## src/rtl/rename_regfile_pkg.sv

```systemverilog
// Shared rename-table parameters and types, also used by issue, ROB and RS logic.
package rename_regfile_pkg;

    localparam int DEF_XLEN  = 32;
    localparam int DEF_NREG  = 32;
    localparam int DEF_TAG_W = 4;
    localparam int DEF_NRD   = 4;
    localparam int DEF_NCMT  = 2;
    localparam int REG_AW    = $clog2(DEF_NREG);

    typedef logic [DEF_TAG_W-1:0] tag_t;
    typedef logic [REG_AW-1:0]    reg_addr_t;
    typedef logic [DEF_XLEN-1:0]  data_t;

endpackage

```

## src/rtl/rename_regfile_if.sv

```systemverilog
// Issue, commit and read-port signals of the rename register file.
interface rename_regfile_if
    import rename_regfile_pkg::*;
#(
    parameter int XLEN  = DEF_XLEN,
    parameter int NREG  = DEF_NREG,
    parameter int TAG_W = DEF_TAG_W,
    parameter int NRD   = DEF_NRD,
    parameter int NCMT  = DEF_NCMT
);
    localparam int AW = $clog2(NREG);

    logic             rdy_in;
    logic             flush_in;
    logic             iss_en_in;
    logic [AW-1:0]    iss_rd_in;
    logic [TAG_W-1:0] iss_tag_in;
    logic             cmt_en_in   [NCMT];
    logic [AW-1:0]    cmt_rd_in   [NCMT];
    logic [TAG_W-1:0] cmt_tag_in  [NCMT];
    logic [XLEN-1:0]  cmt_data_in [NCMT];
    logic             rd_en_in    [NRD];
    logic [AW-1:0]    rd_addr_in  [NRD];
    logic             rd_busy_out [NRD];
    logic [TAG_W-1:0] rd_tag_out  [NRD];
    logic [XLEN-1:0]  rd_data_out [NRD];

    modport master (
        output rdy_in, flush_in, iss_en_in, iss_rd_in, iss_tag_in,
        output cmt_en_in, cmt_rd_in, cmt_tag_in, cmt_data_in,
        output rd_en_in, rd_addr_in,
        input  rd_busy_out, rd_tag_out, rd_data_out
    );

    modport slave (
        input  rdy_in, flush_in, iss_en_in, iss_rd_in, iss_tag_in,
        input  cmt_en_in, cmt_rd_in, cmt_tag_in, cmt_data_in,
        input  rd_en_in, rd_addr_in,
        output rd_busy_out, rd_tag_out, rd_data_out
    );

endinterface

```

## src/rtl/rename_regfile_rdport.sv

```systemverilog
// One combinational read port: stored-state mux plus same-cycle commit bypass.
module rename_regfile_rdport #(
    parameter int XLEN  = 32,
    parameter int NREG  = 32,
    parameter int TAG_W = 4,
    parameter int NCMT  = 2
) (
    input  logic                     en_i,
    input  logic [$clog2(NREG)-1:0]  addr_i,
    input  logic                     byp_en_i,
    input  logic                     iss_en_i,
    input  logic [$clog2(NREG)-1:0]  iss_rd_i,
    input  logic [XLEN-1:0]          data_i     [NREG],
    input  logic [NREG-1:0]          busy_i,
    input  logic [TAG_W-1:0]         tag_i      [NREG],
    input  logic                     cmt_en_i   [NCMT],
    input  logic [$clog2(NREG)-1:0]  cmt_rd_i   [NCMT],
    input  logic [TAG_W-1:0]         cmt_tag_i  [NCMT],
    input  logic [XLEN-1:0]          cmt_data_i [NCMT],
    output logic                     busy_o,
    output logic [TAG_W-1:0]         tag_o,
    output logic [XLEN-1:0]          data_o
);
    logic             s_busy;
    logic [TAG_W-1:0] s_tag;
    logic [XLEN-1:0]  byp_data;
    logic             clr;

    // Later commit ports are younger, so the loop order lets them win the data.
    always_comb begin
        s_busy   = busy_i[addr_i];
        s_tag    = tag_i[addr_i];
        byp_data = data_i[addr_i];
        clr      = 1'b0;
        for (int k = 0; k < NCMT; k++) begin
            if (byp_en_i && cmt_en_i[k] && cmt_rd_i[k] == addr_i) begin
                byp_data = cmt_data_i[k];
                if (s_busy && s_tag == cmt_tag_i[k]) begin
                    clr = 1'b1;
                end
            end
        end
        if (iss_en_i && iss_rd_i == addr_i) begin
            clr = 1'b0;
        end
        busy_o = 1'b0;
        tag_o  = '0;
        data_o = '0;
        if (en_i && addr_i != '0) begin
            busy_o = s_busy & ~clr;
            tag_o  = s_tag;
            data_o = byp_data;
        end
    end

endmodule

```

## src/rtl/rename_regfile.sv

```systemverilog
// Architectural register file with per-register rename busy/tag state and commit bypass.
module rename_regfile
    import rename_regfile_pkg::*;
#(
    parameter int XLEN  = DEF_XLEN,
    parameter int NREG  = DEF_NREG,
    parameter int TAG_W = DEF_TAG_W,
    parameter int NRD   = DEF_NRD,
    parameter int NCMT  = DEF_NCMT
) (
    input  logic           clk_in,
    input  logic           rstn_in,
    rename_regfile_if.slave bus
);
    localparam int AW = $clog2(NREG);

    logic [XLEN-1:0]  data_q [NREG];
    logic [XLEN-1:0]  data_d [NREG];
    logic [NREG-1:0]  busy_q;
    logic [NREG-1:0]  busy_d;
    logic [TAG_W-1:0] tag_q  [NREG];
    logic [TAG_W-1:0] tag_d  [NREG];

    logic             upd;
    logic             iss_live;
    logic             clr;
    logic             cmt_en   [NCMT];
    logic [AW-1:0]    cmt_rd   [NCMT];
    logic [TAG_W-1:0] cmt_tag  [NCMT];
    logic [XLEN-1:0]  cmt_data [NCMT];
    logic             rd_busy  [NRD];
    logic [TAG_W-1:0] rd_tag   [NRD];
    logic [XLEN-1:0]  rd_data  [NRD];

    always_comb begin
        upd      = bus.rdy_in | bus.flush_in;
        iss_live = bus.iss_en_in & ~bus.flush_in;
        for (int k = 0; k < NCMT; k++) begin
            cmt_en[k]   = bus.cmt_en_in[k];
            cmt_rd[k]   = bus.cmt_rd_in[k];
            cmt_tag[k]  = bus.cmt_tag_in[k];
            cmt_data[k] = bus.cmt_data_in[k];
        end
    end

    // Register 0 is skipped so it keeps its reset value forever; issue beats commit-clear.
    always_comb begin
        clr = 1'b0;
        for (int r = 0; r < NREG; r++) begin
            data_d[r] = data_q[r];
            busy_d[r] = busy_q[r];
            tag_d[r]  = tag_q[r];
        end
        for (int r = 1; r < NREG; r++) begin
            if (upd) begin
                clr = 1'b0;
                for (int k = 0; k < NCMT; k++) begin
                    if (cmt_en[k] && cmt_rd[k] == AW'(r)) begin
                        data_d[r] = cmt_data[k];
                        if (busy_q[r] && tag_q[r] == cmt_tag[k]) begin
                            clr = 1'b1;
                        end
                    end
                end
                if (bus.flush_in) begin
                    busy_d[r] = 1'b0;
                end else if (bus.iss_en_in && bus.iss_rd_in == AW'(r)) begin
                    busy_d[r] = 1'b1;
                    tag_d[r]  = bus.iss_tag_in;
                end else if (clr) begin
                    busy_d[r] = 1'b0;
                end
            end
        end
    end

    always_ff @(posedge clk_in or negedge rstn_in) begin
        if (!rstn_in) begin
            for (int r = 0; r < NREG; r++) begin
                data_q[r] <= '0;
                tag_q[r]  <= '0;
            end
            busy_q <= '0;
        end else begin
            for (int r = 0; r < NREG; r++) begin
                data_q[r] <= data_d[r];
                tag_q[r]  <= tag_d[r];
            end
            busy_q <= busy_d;
        end
    end

    for (genvar p = 0; p < NRD; p++) begin : g_rd
        rename_regfile_rdport #(
            .XLEN (XLEN),
            .NREG (NREG),
            .TAG_W(TAG_W),
            .NCMT (NCMT)
        ) u_rdport (
            .en_i      (bus.rd_en_in[p]),
            .addr_i    (bus.rd_addr_in[p]),
            .byp_en_i  (upd),
            .iss_en_i  (iss_live),
            .iss_rd_i  (bus.iss_rd_in),
            .data_i    (data_q),
            .busy_i    (busy_q),
            .tag_i     (tag_q),
            .cmt_en_i  (cmt_en),
            .cmt_rd_i  (cmt_rd),
            .cmt_tag_i (cmt_tag),
            .cmt_data_i(cmt_data),
            .busy_o    (rd_busy[p]),
            .tag_o     (rd_tag[p]),
            .data_o    (rd_data[p])
        );
    end

    always_comb begin
        for (int p = 0; p < NRD; p++) begin
            bus.rd_busy_out[p] = rd_busy[p];
            bus.rd_tag_out[p]  = rd_tag[p];
            bus.rd_data_out[p] = rd_data[p];
        end
    end

endmodule

```

## src/flat_wrapper.sv

```systemverilog
// flat-port wrapper written by rule: the top's interface ports become plain ports
module rename_regfile_flat import rename_regfile_pkg::*;
#(
    parameter int XLEN  = DEF_XLEN,
    parameter int NREG  = DEF_NREG,
    parameter int TAG_W = DEF_TAG_W,
    parameter int NRD   = DEF_NRD,
    parameter int NCMT  = DEF_NCMT
)
  (clk_in, rstn_in, bus_rdy_in, bus_flush_in, bus_iss_en_in, bus_iss_rd_in, bus_iss_tag_in, bus_cmt_en_in, bus_cmt_rd_in, bus_cmt_tag_in, bus_cmt_data_in, bus_rd_en_in, bus_rd_addr_in, bus_rd_busy_out, bus_rd_tag_out, bus_rd_data_out);
  rename_regfile_if #(.XLEN(XLEN), .NREG(NREG), .TAG_W(TAG_W), .NRD(NRD), .NCMT(NCMT)) bus_i ();
  input  logic clk_in;
  input  logic rstn_in;
  input wire logic [$bits(bus_i.rdy_in)-1:0] bus_rdy_in;
  input wire logic [$bits(bus_i.flush_in)-1:0] bus_flush_in;
  input wire logic [$bits(bus_i.iss_en_in)-1:0] bus_iss_en_in;
  input wire logic [$bits(bus_i.iss_rd_in)-1:0] bus_iss_rd_in;
  input wire logic [$bits(bus_i.iss_tag_in)-1:0] bus_iss_tag_in;
  input wire logic [$bits(bus_i.cmt_en_in)-1:0] bus_cmt_en_in;
  input wire logic [$bits(bus_i.cmt_rd_in)-1:0] bus_cmt_rd_in;
  input wire logic [$bits(bus_i.cmt_tag_in)-1:0] bus_cmt_tag_in;
  input wire logic [$bits(bus_i.cmt_data_in)-1:0] bus_cmt_data_in;
  input wire logic [$bits(bus_i.rd_en_in)-1:0] bus_rd_en_in;
  input wire logic [$bits(bus_i.rd_addr_in)-1:0] bus_rd_addr_in;
  output wire logic [$bits(bus_i.rd_busy_out)-1:0] bus_rd_busy_out;
  output wire logic [$bits(bus_i.rd_tag_out)-1:0] bus_rd_tag_out;
  output wire logic [$bits(bus_i.rd_data_out)-1:0] bus_rd_data_out;
  assign bus_i.rdy_in = bus_rdy_in;
  assign bus_i.flush_in = bus_flush_in;
  assign bus_i.iss_en_in = bus_iss_en_in;
  assign bus_i.iss_rd_in = bus_iss_rd_in;
  assign bus_i.iss_tag_in = bus_iss_tag_in;
  assign bus_i.cmt_en_in = {>>{bus_cmt_en_in}};
  assign bus_i.cmt_rd_in = {>>{bus_cmt_rd_in}};
  assign bus_i.cmt_tag_in = {>>{bus_cmt_tag_in}};
  assign bus_i.cmt_data_in = {>>{bus_cmt_data_in}};
  assign bus_i.rd_en_in = {>>{bus_rd_en_in}};
  assign bus_i.rd_addr_in = {>>{bus_rd_addr_in}};
  assign bus_rd_busy_out = {>>{bus_i.rd_busy_out}};
  assign bus_rd_tag_out = {>>{bus_i.rd_tag_out}};
  assign bus_rd_data_out = {>>{bus_i.rd_data_out}};
  rename_regfile #(.XLEN(XLEN), .NREG(NREG), .TAG_W(TAG_W), .NRD(NRD), .NCMT(NCMT)) u_core (.clk_in(clk_in), .rstn_in(rstn_in), .bus(bus_i));
endmodule
```

## config.mk

```make
export PLATFORM = sky130hd
export DESIGN_NAME = rename_regfile_flat
export DESIGN_NICKNAME = d
export VERILOG_FILES = /design/src/rtl/rename_regfile_pkg.sv /design/src/rtl/rename_regfile_if.sv /design/src/rtl/rename_regfile_rdport.sv /design/src/rtl/rename_regfile.sv /design/src/flat_wrapper.sv
export SDC_FILE = /design/constraint.sdc
export NUM_CORES = 2
export LEC_CHECK = 0
export BUFFER_PORTS_ARGS = -buffer_cell sky130_fd_sc_hd__buf_2
export CAP_MARGIN = 10
export CELL_PAD_IN_SITES_DETAIL_PLACEMENT = 0
export CELL_PAD_IN_SITES_GLOBAL_PLACEMENT = 2
export CORE_UTILIZATION = 28
export CTS_CLUSTER_DIAMETER = 200
export DETAILED_ROUTE_END_ITERATION = 16
export GPL_ROUTABILITY_DRIVEN = 0
export PLACE_DENSITY_LB_ADDON = 0.1
export SYNTH_ARGS = -nofsm -noshare
export SYNTH_HDL_FRONTEND = slang
export SYNTH_SLANG_ARGS = --single-unit
```

## constraint.sdc

```tcl
create_clock -name clk_in -period 3.35 [get_ports clk_in]
set_input_delay 0.67 -clock clk_in [delete_from_list [all_inputs] [get_ports clk_in]]
set_output_delay 0.67 -clock clk_in [all_outputs]
set_load 0.1 [all_outputs]
```

==> results.yml <==
outcome:
  run_status: "finished with violations"
  violations: "setup timing"
drt:
  drtIter0Drc: 9579
  vias: 85520
  via_per_inst: 6.012
  ant_nets: 0
  routedWlPerCell_um: 39.65
  routed_wl_um: 564000
  drc: 0
  first_pass_iters: 6
grt:
  grt_antenna_before_repair: 15
  grtUsageTotal_pct: 31.93
  grt_pass1_vias: 85890
  grt_first_pass_wirelength_um: 766000
  grt_max_degree: 106
  grt_overflow: 0
sta:
  fin_setup_tns_ns: -67.74
  skew_ns: 0.03035
  hold_violations: 0
  fmax_ghz: 0.2362
  min_period_over_period_pct: 126.4
  slew_viol_final: 0
  setup_viol: 147
  rsz0062_at_grt: "yes"
  period_needed_ns: 4.234
  slew_headroom_pct: 28.18
  worstMarginPinSlew_ns: 1.077
  postLayoutSetupSlackWorst_ns: -0.8836
synthesis:
  synth-edff-count: 0
  synthAdderAreaFrac_pct: 0
  synth_cells: 8680
  synth_top_family_by_area: "multiplexers"
  yosys_most_used_dff: "dfrtp_1"
  ys_seq_area_share_pct: 29.82
  synth_cell_type_count: 65
  ys_warn_count: 0
  syn_area_um2: 96250
  synthSimpleGateAreaFrac_pct: 7.069
  synth_xor_area_share_pct: 3.149
  synth.area.mux_share_pct: 45.40
  syn_area_per_cell_um2: 11.09
  synth_compound_area_share_pct: 9.608
  async_flop_share_pct: 100.0
  synth-seq-cells: 1147
  syn-num-nets: 8802
finish:
  utilization_pct: 38.73
  nets: 9678
  final_common_cell: "mux4_2"
  fill_cells: 32760
  final_cells: 14230
  area_growth_pct: 37.16
  final_cell_mix: "mux4_2, mux2i_1, dfrtp_1"
  drive_gt1_share_pct: 44.66
worst_setup_path:
  r2r-end: "u_core.busy_q[6]"
  cp.arrival_ns: 3.56
  r2r_cells: 7
  cp-end-kind: "output port"
  crit_fanout: 4
  r2r_setup_slack_ns: 1.35
  cp.required_ns: 2.68
  r2r_start: "u_core.tag_q[100]"
  cp-start-kind: "flip-flop"
  criticalPathCategory: "reg -> out"
place:
  hpwl_um: 365000
  io_buffers: 269
  dp_cells: 13610
clock_tree:
  h-tree-depth: 4
  clockBufferDepth: 4
  cts_buffers: 165
  cts.clk_slew.worst_paths_ns: 0.06
  worstSkewPairLatency_ns: 0.89
  cts_tree: "yes"
  ctsRootBufferMaster: "clkbuf_16"
  cts_sinks: 1147
run:
  drv_cap: 0
min_path:
  min_to: "u_core.data_q[728]"
  holdPathStages: 3
  hp-class: "in -> reg"
  hold_start: "bus_cmt_data_in[24]"
floorplanning:
  coreArea_um2: 340900
  pin_count: 270
  rows: 214
  die_width_um: 588.3
  die_h_um: 588.3
  die_area_um2: 346100
  start_util_pct: 28.24
power_and_ir_drop:
  power.density_nw_per_um2: 508.5
  power.leakage_uw: 0.05572
  power_uw: 67130
  irDropWorstVdd_mv: 0.3609
==> where the power goes <==
part	switching (uW)	leakage, uW	internal, uW
sequential	4500	0.0146	17000
clock	7660	0.00279	11500
combinational	12800	0.0383	13700
total	24900	0.0557	42200
==> logic make-up after synthesis <==
logic type             Yosys count
buffers and inverters         1147
AND/OR/NAND/NOR               1687
multiplexers                  2747
AO/OA/AOI/OAI                 1606
XOR/XNOR                       346
flip-flops                    1147
==> repair_timing <==
action                                 CTS  global route
buffers inserted                       203            98
gates cloned                            68            19
setup endpoints to repair              148           148
hold buffers                             1             0
endpoints found under the hold margin    9             0
resized for setup                      770           286
pin swaps                              162           141
==> critical path, cell delays in order (launching register included) <==
cell     delay (ns)
dfrtp_2        0.45
mux4_2         0.52
mux4_2         0.61
buf_6          0.17
mux2i_4        0.16
xnor2_1        0.08
nor4_1         0.35
nor3b_2        0.12
buf_12         0.18
==> metal layers <==
metal	share of wire (%)	wire (um)	global-route usage, %
met2	45	255700	50.24
met1	42	234200	42.30
met5	0.0064	36	0
met4	5.3	30110	13.88
met3	7.8	43990	6.833
==> per-stage QoR <==
step	area (um2)	hold WS, ns	setup slack, ns
after global routing	132000	0.2128	-0.9590
final	132000	0.2009	-0.8836
after floorplan	99280	0.3744	-0.3223
after detailed placement	117600	0.5290	-0.9340
after CTS	130400	0.1675	-0.9912
after global placement	117600	0.5081	-0.9386
==> cells in the mapped netlist, drive strengths merged (5+ instances only) <==
| library cell | n | area share [%] |
|---|---|---|
| nor4 | 22 | 0.14 |
| a22o | 103 | 0.94 |
| a2111oi | 5 | 0.053 |
| a21oi | 122 | 0.65 |
| o32ai | 10 | 0.091 |
| nand4 | 45 | 0.29 |
| a2bb2oi | 5 | 0.045 |
| buf | 415 | 2.1 |
| xnor2 | 222 | 2.0 |
| o21ai | 1117 | 5.8 |
| nand3 | 51 | 0.27 |
| nor3b | 6 | 0.047 |
| xor2 | 124 | 1.1 |
| a22oi | 8 | 0.062 |
| dfrtp | 1147 | 30 |
| nand3b | 7 | 0.055 |
| a32o | 11 | 0.11 |
| a31oi | 15 | 0.097 |
| o221ai | 7 | 0.064 |
| nor2b | 23 | 0.15 |
| o41ai | 6 | 0.086 |
| o22ai | 18 | 0.12 |
| o221a | 5 | 0.058 |
| a31o | 16 | 0.15 |
| and2 | 5 | 0.032 |
| clkbuf | 721 | 2.8 |
| mux2 | 239 | 2.8 |
| nand2b | 15 | 0.097 |
| inv | 10 | 0.039 |
| nor2 | 313 | 1.2 |
| nand2 | 1151 | 4.5 |
| a211oi | 139 | 1.1 |
| or2 | 9 | 0.058 |
| mux2i | 1238 | 13 |
| mux4 | 1270 | 30 |
| nor3 | 33 | 0.17 |
==> cell type report <==
class,count,area [um2],share of cell area (%)
antenna,12,30.03,0.02275
clock buffer,231,4801,3.637
clock inverter,58,835.8,0.6331
inverter,11,76.32,0.05781
multi-input combinational,6386,67790,51.35
sequential,1147,28780,21.80
tap,4536,5675,4.299
timing repair buffer,1845,24020,18.20
==> registers in the layout, indices dropped and copies added (netlist names) <==
signal	count
u_core.busy_q	31
u_core.tag_q	124
u_core.data_q	992
==> worst max-delay path by stage <==
stage | slack [ns] | depth (start not counted) | from | to
finish | -0.88 | 8 | u_core.tag_q[87] | bus_rd_busy_out[3]
global placement | -0.94 | 12 | bus_rd_addr_in[10] | bus_rd_busy_out[2]
floorplan | -0.32 | 11 | bus_rd_addr_in[0] | bus_rd_data_out[10]
global route | -0.96 | 12 | u_core.tag_q[105] | bus_rd_busy_out[0]
CTS | -0.99 | 10 | u_core.tag_q[104] | bus_rd_busy_out[1]
detailed placement | -0.93 | 12 | bus_rd_addr_in[10] | bus_rd_busy_out[2]
(Power assumes the default switching activity.)
